File: src/rtl/oled_framebuffer_if.sv
// Byte-stream write port of the OLED framebuffer.
// master drives bytes; slave returns wr_ready.
interface oled_framebuffer_if;
    logic [7:0] wr_data;
    logic       wr_valid;
    logic       wr_sof;
    logic       wr_ready;

    modport master (
        output wr_data,
        output wr_valid,
        output wr_sof,
        input  wr_ready
    );

    modport slave (
        input  wr_data,
        input  wr_valid,
        input  wr_sof,
        output wr_ready
    );
endinterface

File: src/rtl/oled_framebuffer.sv
// Packs a byte stream into 32-bit row words and serves rows to the OLED scanner.
// OLED_FRAMEBUFFER_DOUBLE_BUFFER_EN selects two banks with a tear-free swap.
module oled_framebuffer #(
    parameter int ROWS     = 80,
    parameter int ROW_BITS = 8
) (
    input  logic                clk,
    input  logic                reset,
    oled_framebuffer_if.slave   wr,
    input  logic [ROW_BITS-1:0] row,
    output logic [31:0]         pixels,
    output logic                frame_done
);

`ifdef OLED_FRAMEBUFFER_DOUBLE_BUFFER_EN
    localparam int DEPTH = 2 * ROWS;
`else
    localparam int DEPTH = ROWS;
`endif
    localparam int AW = $clog2(DEPTH);
    localparam logic [ROW_BITS-1:0] LAST = ROW_BITS'(ROWS - 1);

    logic [31:0]         mem [DEPTH];
    logic [ROW_BITS-1:0] wr_row;
    logic [1:0]          wr_byte;
    logic [23:0]         word_q;
    logic                accept;
    logic                word_we;
    logic                frame_end;
    logic [31:0]         word;
    logic [AW-1:0]       wr_addr;
    logic [AW-1:0]       rd_addr;

    assign accept    = wr.wr_valid && wr.wr_ready;
    assign word_we   = accept && !wr.wr_sof && (wr_byte == 2'd3);
    assign frame_end = word_we && (wr_row == LAST);
    assign word      = {wr.wr_data, word_q};

    always_ff @(posedge clk) begin
        if (reset) begin
            wr_row  <= '0;
            wr_byte <= '0;
            word_q  <= '0;
        end else if (wr.wr_sof) begin
            wr_row  <= '0;
            wr_byte <= accept ? 2'd1 : 2'd0;
            word_q  <= accept ? {16'h0, wr.wr_data} : 24'h0;
        end else if (accept) begin
            wr_byte <= wr_byte + 2'd1;
            case (wr_byte)
                2'd0:    word_q[7:0]   <= wr.wr_data;
                2'd1:    word_q[15:8]  <= wr.wr_data;
                2'd2:    word_q[23:16] <= wr.wr_data;
                default: ;
            endcase
            if (word_we)
                wr_row <= (wr_row == LAST) ? '0 : wr_row + ROW_BITS'(1);
        end
    end

`ifdef OLED_FRAMEBUFFER_DOUBLE_BUFFER_EN
    localparam logic [AW-1:0] OFS = AW'(ROWS);

    logic                front;
    logic                swap_pending;
    logic                ready_q;
    logic [ROW_BITS-1:0] row_q;
    logic                swap;

    // Swap only at the scan wrap so a displayed frame is never torn.
    assign swap       = swap_pending && (row_q == LAST) && (row == '0);
    assign frame_done = swap && !reset;
    assign wr.wr_ready = ready_q;

    // Banks are stacked: bank 1 starts at word ROWS.
    assign wr_addr = AW'(wr_row) + (front ? '0 : OFS);
    assign rd_addr = AW'(row) + (front ? OFS : '0);

    always_ff @(posedge clk) begin
        if (reset) begin
            front        <= 1'b0;
            swap_pending <= 1'b0;
            ready_q      <= 1'b1;
            row_q        <= '0;
        end else begin
            row_q <= row;
            if (frame_end) begin
                swap_pending <= 1'b1;
                ready_q      <= 1'b0;
            end
            if (swap) begin
                front        <= ~front;
                swap_pending <= 1'b0;
                ready_q      <= 1'b1;
            end
        end
    end
`else
    assign wr.wr_ready = 1'b1;
    assign wr_addr     = AW'(wr_row);
    assign rd_addr     = AW'(row);

    always_ff @(posedge clk) begin
        if (reset)
            frame_done <= 1'b0;
        else
            frame_done <= frame_end;
    end
`endif

    always_ff @(posedge clk) begin
        if (word_we)
            mem[wr_addr] <= word;
    end

    // Read-before-write: a same-address collision returns the old word.
    always_ff @(posedge clk) begin
        if (reset)
            pixels <= '0;
        else if (int'(row) < ROWS)
            pixels <= mem[rd_addr];
        else
            pixels <= '0;
    end

endmodule
File: src/flat_wrapper.sv
// flat-port wrapper written by rule: the top's interface ports become plain ports
module oled_framebuffer_flat 
#(
    parameter int ROWS     = 80,
    parameter int ROW_BITS = 8
)
  (clk, reset, row, pixels, frame_done, wr_wr_data, wr_wr_valid, wr_wr_sof, wr_wr_ready);
  oled_framebuffer_if wr_i ();
  input  logic clk;
  input  logic reset;
  input  logic [ROW_BITS-1:0] row;
  output logic [31:0] pixels;
  output logic frame_done;
  input wire logic [$bits(wr_i.wr_data)-1:0] wr_wr_data;
  input wire logic [$bits(wr_i.wr_valid)-1:0] wr_wr_valid;
  input wire logic [$bits(wr_i.wr_sof)-1:0] wr_wr_sof;
  output wire logic [$bits(wr_i.wr_ready)-1:0] wr_wr_ready;
  assign wr_i.wr_data = wr_wr_data;
  assign wr_i.wr_valid = wr_wr_valid;
  assign wr_i.wr_sof = wr_wr_sof;
  assign wr_wr_ready = wr_i.wr_ready;
  oled_framebuffer #(.ROWS(ROWS), .ROW_BITS(ROW_BITS)) u_core (.clk(clk), .reset(reset), .wr(wr_i), .row(row), .pixels(pixels), .frame_done(frame_done));
endmodule
File: config.mk
export PLATFORM = sky130hd
export DESIGN_NAME = oled_framebuffer_flat
export DESIGN_NICKNAME = d
export VERILOG_FILES = /design/src/rtl/oled_framebuffer_if.sv /design/src/rtl/oled_framebuffer.sv /design/src/flat_wrapper.sv
export SDC_FILE = /design/constraint.sdc
export NUM_CORES = 2
export LEC_CHECK = 0
export BUFFER_PORTS_ARGS = -buffer_cell sky130_fd_sc_hd__clkbuf_2
export CORE_MARGIN = 2
export CORE_UTILIZATION = 30
export CTS_BUF_LIST = sky130_fd_sc_hd__clkbuf_4 sky130_fd_sc_hd__clkbuf_8 sky130_fd_sc_hd__clkbuf_16
export CTS_CLUSTER_SIZE = 25
export DETAILED_ROUTE_END_ITERATION = 7
export GPL_ROUTABILITY_DRIVEN = 0
export PLACE_DENSITY_LB_ADDON = 0.3
export SYNTH_ARGS = -nofsm -noshare
export SYNTH_HDL_FRONTEND = slang
export SYNTH_SLANG_ARGS = --single-unit
File: constraint.sdc
create_clock -name clk -period 3.8 [get_ports clk]
set_clock_uncertainty 0.2 [all_clocks]
set_input_delay 0.95 -clock clk [delete_from_list [all_inputs] [get_ports clk]]
set_output_delay 0.95 -clock clk [all_outputs]
set_load 0.02 [all_outputs]
# Word level (Yosys, flattened, before mapping)
# Memories as Yosys holds them, arrays and structs flattened. A register that Yosys moved wholly into a read port is not among the register bits.
# Cells that the tools add are included.
# op_classes
reduce_logical,15
n_bitwise,1
n_addsub,2
mux,12
n_lt_le_gt_ge,1
n_eq_ne,4
# ops
cell,n
$mux W24,2
$mux W8,5
$add A8 B1 Y8 const B,1
$eq A8 B7 Y1 const B,1
$lt A8 B7 Y1 const B,1
$reduce_and A2 Y1,4
$reduce_bool A2 Y1,4
$eq A2 B2 Y1 const B,2
$mux W2,2
$reduce_or A2 Y1,2
$logic_and A1 B1 Y1,3
$mux W1,3
$add A2 B1 Y2 const B,1
$eq A2 B1 Y1 const B,1
$logic_not A2 Y1,1
$logic_not A1 Y1,1
$not A1 Y1,1
# totals
reg_bits,35
ram_bits,2560
memories,1
word_cells,42
output_inout_bits,34
# mem_list
memory,depth,width,read_ports,rd_clocked_by_memory_dff,wr,line,source
u_core.mem,80,32,1,1,1,oled_framebuffer.sv:23,logic [31:0] mem [DEPTH];

# Depth between registers and ports, before layout
# logic_depth
word_depth,5
depth_mapped,11

# Worst setup path after synthesis
# OpenSTA, ideal clock, no wires.
# synth_timing
path_type,input to register
start,in wr_wr_valid
end,"mem u_core.mem[31][0], enable pin"
cell_stages,6
setup_ns,0.421
setup_slack_ns,-0.150
arrival_time_ns,3.329
path_cell_list,clkbuf_1 -> and3b_1 -> clkbuf_1 -> nand4_1 -> clkbuf_1 -> nor2_1
# synth_via
elab_chain_len,4
# synth_lines
item,line,source
start: declaration,flat_wrapper.sv:15,input wire logic [$bits(wr_i.wr_valid)-1:0] wr_wr_valid;
$logic_and A1 B1 Y1 (2 in a row),oled_framebuffer.sv:35,assign word_we = accept && !wr.wr_sof && (wr_byte == 2'd3);
$mux W1,oled_framebuffer.sv:112,if (word_we)
$mux W1 (not written as such),oled_framebuffer.sv:113,mem[wr_addr] <= word;
end: declaration,oled_framebuffer.sv:23,
# Every way passes these cells.

# Worst setup path in the final report
# layout_timing
start,in row[0]
end,"reg u_core.pixels[20], read port of u_core.mem"
# layout_via
elab_chain_len,3
# layout_lines
item,line,source
start: declaration,flat_wrapper.sv:11,input logic [ROW_BITS-1:0] row;
$lt A8 B7 Y1,oled_framebuffer.sv:120,else if (int'(row) < ROWS)
$not A1 Y1 (no line),--,
$reduce_or A2 Y1 (no line),--,
end: declaration,oled_framebuffer.sv:11,"output logic [31:0] pixels,"
# Several ways; a longest one is shown, not always the timed one.
# A chain may end at the register's enable or synchronous reset.

==> flow_summary_export.csv <==
group,metric,value,unit
clock_network,cts_root_buf,"clkbuf_16",
global_route,grt_use_total,17.7,%
pwr,irDropWorstVdd,489,uV
yosys,synth.area.mux_share,15.4,%
yosys,synth_edf_count,2560,
worst_setup_path,r2r_slack,0.82,ns
yosys,synth_largest_area_cell,"edfxtp_1",
timing,max_slew_margin,4.38,%
final_layout,final_nets,5167,
floorplanning,core.rowCount,212,
floorplanning,start_util,30.1,%
floorplanning,ios,54,
timing,finalCritPeriodShare,88.7,%
clock_network,cts_setup_buffers,0,
yosys,seq_area_frac_synth,78.1,%
yosys,synth_seq_cells,2627,
drt,vias,50900,
yosys,async_flop_share,0,%
yosys,synth.avg_cell_area,22.0,sq um
drt,highest_layer,"met5",
clock_network,h-tree-depth,5,
floorplanning,die_w,582,microns
clock_network,cts.path.max_buffers,4,
drt,wl_met3,23600,microns
worst_setup_path,rr_endpoint,"u_core.mem[18][6]$_DFFE_PP_",
worst_setup_path,critPathRequiredTime,4.37,ns
final_layout,final_cell_mix,"edfxtp_1 (2560), mux4_2 (596), buf_4 (369), clkbuf_16 (303), mux2i_1 (188)",
floorplanning,core_area,333000,sq um
yosys,ys_warn_count,0,
timing,rsz0062_at_grt,"false",
worst_setup_path,start_kind,"input pin",
run_status,status,"completed",
yosys,synthAdderAreaFrac,0.0625,%
clock_network,cts_made_buffers,296,
placed_design,dp.cells,9230,
final_layout,final_layout_size_suffix_gt1_share,32.4,%
timing,worstMarginPinSlew,1.43,ns
final_layout,final_common_cell,"edfxtp_1",
worst_setup_path,crit_family,"compound AO/OA/AOI/OAI gates",
worst_setup_path,timing.rr.start,"u_core.wr_row[1]$_SDFFE_PP0P_",
floorplanning,die_h,582,microns
worst_setup_path,critPathKind,"input pin to flop",
timing,hold_slack,0.375,ns
yosys,synth-simple-area-share,2.01,%
drt,drc,0,
yosys,synth_cell_types,64,
drt,drt-met1-wl,126000,microns
yosys,synthXorXnorAreaFrac,0.0612,%
yosys,synthesis.nets,4580,
global_route,first_global_vias,51200,
yosys,yosys_most_used_dff,"edfxtp_1",
global_route,globalRoute.totalOverflow,0,
final_layout,area_growth_syn_to_layout,19.4,%
worst_setup_path,cp_slowest_cell,"o221a_1",
worst_setup_path,crit_buf_inv,4,
timing,final.setup.tns,0,ns
drt,wl,305000,microns
placed_design,io_buffers,52,
timing,max_freq,297,MHz
worst_setup_path,r2r_cells,5,
drt,firstDrtPassIters,5,
drt,ant_nets,0,
drt,drtIter0Drc,6650,
clock_network,cts_tree,"yes",
worst_setup_path,crit_chain,"buf_8 > buf_12 > buf_12 > buf_4 > mux4_2 > o22ai_1 > or3_1 > o211ai_1 > o221a_1",
timing,hold_viol_final,0,
clock_network,hold_buffers,0,
floorplanning,dieArea,338000,sq um
drt,wl_met2,146000,microns
worst_hold_path,hold_start,"u_core.wr_row[7]$_SDFFE_PP0P_",
worst_setup_path,crit_path_end_kind,"flop",
worst_hold_path,holdPathEnd,"u_core.wr_row[7]$_SDFFE_PP0P_",
timing,finalSetupViolCount,0,
timing,finalMaxSlewViolations,0,
clock_network,post_cts_resized,0,
timing,min_period,3.37,ns
yosys,postSynthCellCount,4555,
worst_hold_path,min_path_type,"flop to flop",
yosys,synth_compound_area_share,2.81,%
clock_network,worstSkewPairLatency,0.93,ns
worst_setup_path,critPathArrivalTime,3.95,ns
final_layout,utilization,35.9,%
clock_network,cts.sinks,2627,
global_route,antenna_found_initial,31,
global_route,grt_first_pass_wirelength,418000,microns
final_layout,finalNonFillerCells,9749,
clock_network,clkSlewWorstSetupHoldPaths,0.06,ns
placed_design,dp.final_hpwl,184000,microns
job,maxCapViolCount,0,
yosys,syn-cell-area,100000,sq um
worst_setup_path,cp_common_cell,"buf_12",
yosys,synthTopCellsByArea,"edfxtp_1 (77%), mux4_2 (13%), mux2i_1 (1.9%), dfxtp_1 (1.3%), nand2_1 (0.62%)",
worst_hold_path,min_path_cells,2,
pwr,totalPowerFinal,0.0617,W
pwr,p_per_area,516,nW/um^2
worst_setup_path,slowest_delay,0.58,ns
worst_setup_path,crit_fanout,35,
global_route,grt_max_degree,84,
yosys,synth_top_family_by_area,"multiplexers",
drt,vias_per_cell,5.22,
pwr,leakagePower,37.3,nW
yosys,synth_top_area_share,76.8,%
drt,wire_per_inst,31.3,microns
## sequential cells by signal, summed over array words and instances (netlist names)
register           cells
u_core.mem          2560
u_core.wr_byte         2
u_core.frame_done      1
u_core.word_q         24
u_core.pixels         32
u_core.wr_row          8
## worst max-delay path by stage
stage	startpoint	end	slack [ns]	cells past startpoint
5_1_grt	row[0]	u_core.pixels[20]$_SDFF_PP0_	0.33	9
6_report	row[0]	u_core.pixels[20]$_SDFF_PP0_	0.43	9
3_5_place_dp	row[0]	u_core.pixels[20]$_SDFF_PP0_	-0.44	9
2_1_floorplan	wr_wr_valid	u_core.mem[31][0]$_DFFE_PP_	-0.15	6
3_3_place_gp	row[0]	u_core.pixels[20]$_SDFF_PP0_	-0.46	9
4_1_cts	row[0]	u_core.pixels[20]$_SDFF_PP0_	0.56	9
## stage by stage
stage | instance area, sq um | setup slack [ns]
final | 120000 | 0.428
after global routing | 120000 | 0.332
after CTS | 120000 | 0.562
after detailed placement | 110000 | -0.445
after global placement | 110000 | -0.463
after floorplan | 100000 | -0.150
## cells in the mapped netlist (all sizes together) (5+ instances only)
| cell | count |
|---|---|
| buf | 147 |
| mux2i | 188 |
| a2111oi | 5 |
| o31ai | 6 |
| mux4 | 596 |
| o31a | 7 |
| ha | 5 |
| clkbuf | 108 |
| o22ai | 76 |
| or3b | 6 |
| nor2 | 131 |
| o221ai | 14 |
| a31oi | 33 |
| o21ai | 45 |
| edfxtp | 2560 |
| a21o | 9 |
| nor2b | 19 |
| or2 | 5 |
| mux2 | 6 |
| o21a | 8 |
| or3 | 15 |
| inv | 8 |
| o311a | 7 |
| a32o | 8 |
| a211oi | 14 |
| a221oi | 18 |
| a21oi | 73 |
| a311oi | 13 |
| dfxtp | 67 |
| and3 | 13 |
| and2 | 7 |
| nand2 | 165 |
| nor3 | 27 |
| nand2b | 9 |
| nand3b | 7 |
| nand3 | 36 |
| a22oi | 58 |
## cell type report
type | instances | area [sq um]
Tap cell | 4387 | 5490
Sequential cell | 2627 | 78200
Clock inverter | 121 | 966
Antenna cell | 7 | 17.5
Multi-Input combinational cell | 1665 | 21000
Timing Repair Buffer | 544 | 5560
Fill cell | 30400 | 213000
Clock buffer | 390 | 8270
Inverter | 8 | 35.0
## worst reg2reg max path: stages (launching register included)
cell     delay (ns)
dfxtp_1        0.53
or3b_2         0.59
or3_1          0.34
buf_4          0.24
nor2_4         0.44
buf_12         0.28
## routing by layer
| metal | vias up | global-route usage [%] |
|---|---|---|
| li1 | 20400 | - |
| met1 | 27900 | 23.9 |
| met2 | 2098 | 28.8 |
| met3 | 446 | 3.54 |
| met4 | 16 | 5.14 |
| met5 | - | 0 |
## kinds of logic (layout without fill, tap and decap cells)
| group | count (synthesis) | count (layout) |
|---|---|---|
| flops | 2627 | 2627 |
| mux | 790 | 790 |
| simple gates | 448 | 448 |
| compound gates | 414 | 414 |
| buf+inv | 263 | 1063 |
| xor+xnor | 7 | 7 |
| fa+ha+maj | 5 | 5 |
| other cells | 1 | 8 |
## power by group
group | switching, W | internal (W) | total, W
Combinational | 0.00157 | 0.000943 | 0.00251
Clock | 0.0112 | 0.0163 | 0.0275
Sequential | 0.000104 | 0.0316 | 0.0317
Total | 0.0128 | 0.0488 | 0.0617
Note: power is estimated with default switching activity, not from simulation.
